<file path="src/rtl/char_buf_pkg.sv">
// Shared types for the character-buffer RAM scheduler: screen geometry, cell
// layout, queued write command and scheduler state.
package char_buf_pkg;

  localparam int DEF_H_CHARS = 80;
  localparam int DEF_V_CHARS = 60;
  localparam int CELL_W      = 12;
  localparam int HCHAR_W     = 7;
  localparam int VCHAR_W     = 6;

  // ASCII code sits in the low byte so a plain character value is also a valid cell
  typedef struct packed {
    logic [3:0] colour;
    logic [7:0] ch;
  } cell_t;

  typedef struct packed {
    logic [HCHAR_W-1:0] hchar;
    logic [VCHAR_W-1:0] vchar;
    cell_t              data;
  } wr_cmd_t;

  typedef enum logic {
    IDLE  = 1'b0,
    CLEAR = 1'b1
  } sched_state_e;

endpackage

</file>
<file path="src/rtl/char_buf_scheduler_if.sv">
// Bundle of VGA read, host write, clear request and RAM port signals around the
// scheduler; slave is the scheduler side, master the surrounding system.
interface char_buf_scheduler_if
  import char_buf_pkg::*;
#(
  parameter int DATA_W = CELL_W
);

  logic               vga_rd_en;
  logic [HCHAR_W-1:0] vga_hchar;
  logic [VCHAR_W-1:0] vga_vchar;

  logic               wr_valid;
  logic               wr_ready;
  logic [HCHAR_W-1:0] wr_hchar;
  logic [VCHAR_W-1:0] wr_vchar;
  logic [DATA_W-1:0]  wr_data;

  logic               clr_req;
  logic [DATA_W-1:0]  clr_data;
  logic               clr_busy;
  logic               err_oob;

  logic               ram_en;
  logic               ram_we;
  logic [HCHAR_W-1:0] ram_hchar;
  logic [VCHAR_W-1:0] ram_vchar;
  logic [DATA_W-1:0]  ram_wdata;

  modport slave (
    input  vga_rd_en, vga_hchar, vga_vchar,
    input  wr_valid, wr_hchar, wr_vchar, wr_data,
    input  clr_req, clr_data,
    output wr_ready, clr_busy, err_oob,
    output ram_en, ram_we, ram_hchar, ram_vchar, ram_wdata
  );

  modport master (
    output vga_rd_en, vga_hchar, vga_vchar,
    output wr_valid, wr_hchar, wr_vchar, wr_data,
    output clr_req, clr_data,
    input  wr_ready, clr_busy, err_oob,
    input  ram_en, ram_we, ram_hchar, ram_vchar, ram_wdata
  );

endinterface

</file>
<file path="src/rtl/char_cmd_fifo.sv">
// Synchronous FIFO of host write commands. Flush discards everything already
// queued but still keeps a push made in the same cycle.
module char_cmd_fifo
  import char_buf_pkg::*;
#(
  parameter int DEPTH = 8
) (
  input  logic    clk,
  input  logic    rst_n,
  input  logic    push,
  input  logic    pop,
  input  logic    flush,
  input  wr_cmd_t push_cmd,
  output wr_cmd_t head,
  output logic    full,
  output logic    empty
);

  localparam int AW = $clog2(DEPTH);

  wr_cmd_t       mem [DEPTH];
  logic [AW-1:0] wr_ptr;
  logic [AW-1:0] rd_ptr;
  logic [AW:0]   count;

  always_ff @(posedge clk or negedge rst_n) begin
    if (!rst_n) begin
      wr_ptr <= '0;
      rd_ptr <= '0;
      count  <= '0;
    end else if (flush) begin
      // Old entries vanish by moving the read pointer up to the write pointer
      rd_ptr <= wr_ptr;
      if (push) wr_ptr <= wr_ptr + AW'(1);
      count  <= {{AW{1'b0}}, push};
    end else begin
      if (push) wr_ptr <= wr_ptr + AW'(1);
      if (pop)  rd_ptr <= rd_ptr + AW'(1);
      count <= count + {{AW{1'b0}}, push} - {{AW{1'b0}}, pop};
    end
  end

  always_ff @(posedge clk) begin
    if (push) mem[wr_ptr] <= push_cmd;
  end

  assign head  = mem[rd_ptr];
  assign full  = (count == (AW+1)'(DEPTH));
  assign empty = (count == '0);

endmodule

</file>
<file path="src/rtl/char_buf_scheduler.sv">
// Single-port character RAM arbiter: VGA reads always win, queued host writes
// and the clear-screen sweep use only the cycles the scan-out leaves free.
module char_buf_scheduler
  import char_buf_pkg::*;
#(
  parameter int H_CHARS    = DEF_H_CHARS,
  parameter int V_CHARS    = DEF_V_CHARS,
  parameter int DATA_W     = CELL_W,
  parameter int FIFO_DEPTH = 8
) (
  input logic                 clk_25M,
  input logic                 rst_n,
  char_buf_scheduler_if.slave bus
);

  sched_state_e       state;
  sched_state_e       state_next;
  logic [HCHAR_W-1:0] clr_h;
  logic [VCHAR_W-1:0] clr_v;
  logic [DATA_W-1:0]  clr_fill;
  logic               err_q;

  logic    fifo_push;
  logic    fifo_pop;
  logic    fifo_flush;
  logic    fifo_full;
  logic    fifo_empty;
  wr_cmd_t fifo_head;
  wr_cmd_t push_cmd;

  logic push_ok;
  logic out_of_range;
  logic free_cycle;
  logic sweep_wr;
  logic sweep_last;

  assign free_cycle   = !bus.vga_rd_en;
  assign push_ok      = bus.wr_valid && bus.wr_ready;
  assign out_of_range = (bus.wr_hchar >= HCHAR_W'(H_CHARS)) || (bus.wr_vchar >= VCHAR_W'(V_CHARS));
  assign fifo_push    = push_ok && !out_of_range;
  assign fifo_flush   = (state == IDLE) && bus.clr_req;
  assign fifo_pop     = (state == IDLE) && !bus.clr_req && free_cycle && !fifo_empty;
  assign sweep_wr     = (state == CLEAR) && free_cycle;
  assign sweep_last   = sweep_wr && (clr_h == HCHAR_W'(H_CHARS - 1)) && (clr_v == VCHAR_W'(V_CHARS - 1));

  assign push_cmd = '{hchar: bus.wr_hchar, vchar: bus.wr_vchar, data: cell_t'(bus.wr_data)};

  char_cmd_fifo #(
    .DEPTH(FIFO_DEPTH)
  ) u_fifo (
    .clk      (clk_25M),
    .rst_n    (rst_n),
    .push     (fifo_push),
    .pop      (fifo_pop),
    .flush    (fifo_flush),
    .push_cmd (push_cmd),
    .head     (fifo_head),
    .full     (fifo_full),
    .empty    (fifo_empty)
  );

  always_ff @(posedge clk_25M or negedge rst_n) begin
    if (!rst_n) state <= IDLE;
    else        state <= state_next;
  end

  always_comb begin
    state_next = state;
    unique case (state)
      IDLE:  if (bus.clr_req) state_next = CLEAR;
      CLEAR: if (sweep_last)  state_next = IDLE;
      default: state_next = IDLE;
    endcase
  end

  // Sweep position and fill value; the fill is captured once so later clr_data changes are ignored
  always_ff @(posedge clk_25M or negedge rst_n) begin
    if (!rst_n) begin
      clr_h    <= '0;
      clr_v    <= '0;
      clr_fill <= '0;
    end else if (fifo_flush) begin
      clr_h    <= '0;
      clr_v    <= '0;
      clr_fill <= bus.clr_data;
    end else if (sweep_wr) begin
      if (clr_h == HCHAR_W'(H_CHARS - 1)) begin
        clr_h <= '0;
        clr_v <= sweep_last ? '0 : clr_v + VCHAR_W'(1);
      end else begin
        clr_h <= clr_h + HCHAR_W'(1);
      end
    end
  end

  always_ff @(posedge clk_25M or negedge rst_n) begin
    if (!rst_n) err_q <= 1'b0;
    else        err_q <= push_ok && out_of_range;
  end

  always_comb begin
    bus.ram_en    = 1'b0;
    bus.ram_we    = 1'b0;
    bus.ram_hchar = '0;
    bus.ram_vchar = '0;
    bus.ram_wdata = '0;
    if (bus.vga_rd_en) begin
      bus.ram_en    = 1'b1;
      bus.ram_hchar = bus.vga_hchar;
      bus.ram_vchar = bus.vga_vchar;
    end else if (fifo_pop) begin
      bus.ram_en    = 1'b1;
      bus.ram_we    = 1'b1;
      bus.ram_hchar = fifo_head.hchar;
      bus.ram_vchar = fifo_head.vchar;
      bus.ram_wdata = fifo_head.data;
    end else if (sweep_wr) begin
      bus.ram_en    = 1'b1;
      bus.ram_we    = 1'b1;
      bus.ram_hchar = clr_h;
      bus.ram_vchar = clr_v;
      bus.ram_wdata = clr_fill;
    end
  end

  assign bus.wr_ready = !fifo_full;
  assign bus.clr_busy = (state == CLEAR);
  assign bus.err_oob  = err_q;

endmodule

</file>
<file path="src/flat_wrapper.sv">
// flat-port wrapper written by rule: the top's interface ports become plain ports
module char_buf_scheduler_flat import char_buf_pkg::*;
#(
  parameter int H_CHARS    = DEF_H_CHARS,
  parameter int V_CHARS    = DEF_V_CHARS,
  parameter int DATA_W     = CELL_W,
  parameter int FIFO_DEPTH = 8
)
  (clk_25M, rst_n, bus_vga_rd_en, bus_vga_hchar, bus_vga_vchar, bus_wr_valid, bus_wr_hchar, bus_wr_vchar, bus_wr_data, bus_clr_req, bus_clr_data, bus_wr_ready, bus_clr_busy, bus_err_oob, bus_ram_en, bus_ram_we, bus_ram_hchar, bus_ram_vchar, bus_ram_wdata);
  char_buf_scheduler_if #(.DATA_W(DATA_W)) bus_i ();
  input logic clk_25M;
  input logic rst_n;
  input wire logic [$bits(bus_i.vga_rd_en)-1:0] bus_vga_rd_en;
  input wire logic [$bits(bus_i.vga_hchar)-1:0] bus_vga_hchar;
  input wire logic [$bits(bus_i.vga_vchar)-1:0] bus_vga_vchar;
  input wire logic [$bits(bus_i.wr_valid)-1:0] bus_wr_valid;
  input wire logic [$bits(bus_i.wr_hchar)-1:0] bus_wr_hchar;
  input wire logic [$bits(bus_i.wr_vchar)-1:0] bus_wr_vchar;
  input wire logic [$bits(bus_i.wr_data)-1:0] bus_wr_data;
  input wire logic [$bits(bus_i.clr_req)-1:0] bus_clr_req;
  input wire logic [$bits(bus_i.clr_data)-1:0] bus_clr_data;
  output wire logic [$bits(bus_i.wr_ready)-1:0] bus_wr_ready;
  output wire logic [$bits(bus_i.clr_busy)-1:0] bus_clr_busy;
  output wire logic [$bits(bus_i.err_oob)-1:0] bus_err_oob;
  output wire logic [$bits(bus_i.ram_en)-1:0] bus_ram_en;
  output wire logic [$bits(bus_i.ram_we)-1:0] bus_ram_we;
  output wire logic [$bits(bus_i.ram_hchar)-1:0] bus_ram_hchar;
  output wire logic [$bits(bus_i.ram_vchar)-1:0] bus_ram_vchar;
  output wire logic [$bits(bus_i.ram_wdata)-1:0] bus_ram_wdata;
  assign bus_i.vga_rd_en = bus_vga_rd_en;
  assign bus_i.vga_hchar = bus_vga_hchar;
  assign bus_i.vga_vchar = bus_vga_vchar;
  assign bus_i.wr_valid = bus_wr_valid;
  assign bus_i.wr_hchar = bus_wr_hchar;
  assign bus_i.wr_vchar = bus_wr_vchar;
  assign bus_i.wr_data = bus_wr_data;
  assign bus_i.clr_req = bus_clr_req;
  assign bus_i.clr_data = bus_clr_data;
  assign bus_wr_ready = bus_i.wr_ready;
  assign bus_clr_busy = bus_i.clr_busy;
  assign bus_err_oob = bus_i.err_oob;
  assign bus_ram_en = bus_i.ram_en;
  assign bus_ram_we = bus_i.ram_we;
  assign bus_ram_hchar = bus_i.ram_hchar;
  assign bus_ram_vchar = bus_i.ram_vchar;
  assign bus_ram_wdata = bus_i.ram_wdata;
  char_buf_scheduler #(.H_CHARS(H_CHARS), .V_CHARS(V_CHARS), .DATA_W(DATA_W), .FIFO_DEPTH(FIFO_DEPTH)) u_core (.clk_25M(clk_25M), .rst_n(rst_n), .bus(bus_i));
endmodule
</file>
<file path="config.mk">
export PLATFORM = sky130hd
export DESIGN_NAME = char_buf_scheduler_flat
export DESIGN_NICKNAME = d
export VERILOG_FILES = /design/src/rtl/char_buf_pkg.sv /design/src/rtl/char_buf_scheduler_if.sv /design/src/rtl/char_cmd_fifo.sv /design/src/rtl/char_buf_scheduler.sv /design/src/flat_wrapper.sv
export SDC_FILE = /design/constraint.sdc
export NUM_CORES = 1
export LEC_CHECK = 0
export ABC_CLOCK_PERIOD_IN_PS = 6300
export CORE_UTILIZATION = 30
export DETAILED_ROUTE_END_ITERATION = 7
export DONT_BUFFER_PORTS = 1
export HOLD_SLACK_MARGIN = 0.15
export PLACE_DENSITY = 0.52
export SYNTH_ARGS = -nofsm -noshare
export SYNTH_HDL_FRONTEND = slang
export SYNTH_SLANG_ARGS = --single-unit
export TNS_END_PERCENT = 20
</file>
<file path="constraint.sdc">
create_clock -name clk_25M -period 6.3 [get_ports clk_25M]
set_input_delay 1.89 -clock clk_25M [delete_from_list [all_inputs] [get_ports clk_25M]]
set_output_delay 1.89 -clock clk_25M [all_outputs]
set_load 0.02 [all_outputs]
</file>
==> reports/metrics.cfg <==
[run_status]
status=finished, final reports clean

[worst_setup_path]
r2r_setup_slack_ns=3.29
crit_path_end_kind=output pin
required_ns=4.41
cp-start-kind=input pin
rr_endpoint=u_core.u_fifo.mem[5][18]$_DFFE_PP_
criticalPathCategory=in -> out
startpoint=bus_vga_rd_en
cp.arrival_ns=3.38
reg2reg_depth=7
reg2reg_from=u_core.u_fifo.count[2]$_DFF_PN0_
cp_max_fo=17

[placed_design]
dp_cells=956
portBuffers=0
place_congestion=0.7795
dp_hpwl_um=14870

[finish]
final_common_cell=edfxtp_1
areaGrowthSynthToFinish_pct=13.08
fillCellCount=2895
drive_gt1_share_pct=21.51
fin_nets=645
layout_common_cells=edfxtp_1, nand2_1, mux4_2
fin_cells=997
antenna_cells=0
postLayoutCoreUtil_pct=34.61

[clock_network]
clk_pin_slew_ns=0.06
tritoncts=built
cts-resized-gates=0
cts_max_level=1
clk_path_buf_depth=3
clkLatencyLatePin_ns=0.50
cts_hold_buffers=0
cts_setup_buffers=0
cts-root-buf=clkbuf_16
numCtsBuffers=23
cts.sinks=237

[global_route]
grt_overflow=0
grt_max_degree=48
antenna_found_initial=0
grt_pass1_wl_um=35090
grt_use_total_pct=14.44
first_global_vias=5443

[synth]
yosys-top-cells-area=edfxtp_1, mux4_2, dfrtp_1
netlist_area_mm2=0.009683
ys_seq_elements=237
synth_top_area_share_pct=62.02
avgSynthCellArea_um2=17.29
synth-async-reset-ratio_pct=15.61
syn_nets=626
yosysSeqAreaShare_pct=71.59
synth_edf_count=200
syn_inst=560
yosysTopAreaCell=edfxtp_1
yosys_warnings=0
synthDistinctLibCells=50
ys.flop_type=edfxtp_1

[pwr]
power.density_mw_per_mm2=347.2
power.leakage_nw=3.693
ir_drop_v=0.0001209

[floorplanning]
die_h_um=181.7
core_area_mm2=0.03164
start_util_pct=30.61
fp.dieW_um=181.7
die_area_mm2=0.03300
num_rows=65
pin_count=85

[run]
max_cap_violations=0

[drt]
via_per_inst=5.055
wl_um=23310
num_vias=5040
ant_nets=0
drt_iter0_markers=461
wl_per_cell_um=23.38
drt_drc_violations_left=0
firstDrtPassIters=5

[sta]
min_period_over_period_pct=83.60
fin_tns_setup_ns=0
final-hold-violation-count=0
worst_pin_slew_ns=1.361
relSlewSlack_pct=9.285
setup_violations=0
finClkSkew_ns=0.009505
period_needed_ns=5.267
fmax_ghz=0.1899
drv_slew=0
rsz0062_at_grt=false

[hold_path]
hp-start=u_core.clr_fill[9]$_DFFE_PN0P_
hp-class=reg -> reg
holdPathEnd=u_core.clr_fill[9]$_DFFE_PN0P_
worstHoldPathCells=2

-- how the worst max path moves through the flow --
| stage | to |
|---|---|
| global route | bus_ram_wdata[8] |
| global placement | bus_ram_wdata[8] |
| finish | bus_ram_wdata[8] |
| detailed placement | bus_ram_wdata[8] |
| CTS | bus_ram_wdata[8] |
| floorplan | bus_ram_wdata[0] |
-- synth_stat cells (all sizes together), types with 2 or more instances --
cell type / count
a22oi: 26
clkbuf: 12
ha: 10
and3: 10
nand2: 68
buf: 15
mux2: 10
xnor2: 5
or2: 2
a41oi: 2
dfrtp: 37
o22ai: 4
o21ai: 14
nor3: 3
nand2b: 6
inv: 11
edfxtp: 200
nor3b: 4
nor2b: 4
nor2: 22
nand3: 3
xor2: 3
nand4: 4
or3: 6
a221o: 8
o31ai: 5
and2: 2
a21oi: 8
mux4: 46
-- through the flow --
stage          cell area, um2  power [mW]  setup slack (ns)  hold WS, ns
2_1_floorplan            9683       2.377             1.087       0.4455
3_3_place_gp            10250       2.528             1.007       0.4581
3_5_place_dp            10250       2.560            0.9943       0.4668
4_1_cts                 10950       3.847            0.9895       0.4815
5_1_grt                 10950       3.960            0.9406       0.5128
6_report                10950       3.801             1.033       0.4796
-- sequential cells by signal (all words and copies together) (netlist names) --
name                  flops
u_core.bus.err_oob        1
u_core.clr_v              6
u_core.u_fifo.mem       200
u_core.u_fifo.wr_ptr      3
u_core.clr_h              7
u_core.clr_fill          12
u_core.bus.clr_busy       1
u_core.u_fifo.rd_ptr      3
u_core.u_fifo.count       4
-- worst max-delay path, stage by stage --
cell     delay, ns
or3_4         0.38
or2_1         0.40
nor2_4        0.33
a221o_1       0.36
-- routing by layer --
metal,GRT usage [%],vias to the layer above,wire length [um]
met5,0,-,0
met2,25.00,147,11860
met4,4.475,0,549
li1,-,2241,-
met1,17.88,2617,9411
met3,3.329,35,1488
-- layout make-up --
cell class | count | area [um2] | area share (%)
sequential | 237 | 6935 | 63.34
multi-input combinational | 285 | 2587 | 23.63
clock buffer | 34 | 636.9 | 5.816
tap | 402 | 503.0 | 4.594
timing repair buffer | 21 | 182.7 | 1.668
clock inverter | 7 | 60.06 | 0.5485
inverter | 11 | 43.79 | 0.4000
-- kinds of logic after synthesis --
kind of cell	share of synthesized area (%)
flip-flops	71.59
AO/OA/AOI/OAI	5.401
AND/OR/NAND/NOR	6.719
multiplexers	11.97
buffers and inverters	2.106
adder cells (fa/ha/maj)	1.499
XOR/XNOR	0.7236
-- report_power, final --
group | total [mW] | internal, mW | leakage [nW] | switching [mW]
sequential | 2.00 | 1.88 | 2.27 | 0.125
clock | 1.29 | 0.739 | 0.338 | 0.547
combinational | 0.512 | 0.235 | 1.08 | 0.277
No activity file was read; power rests on OpenSTA's default activity.
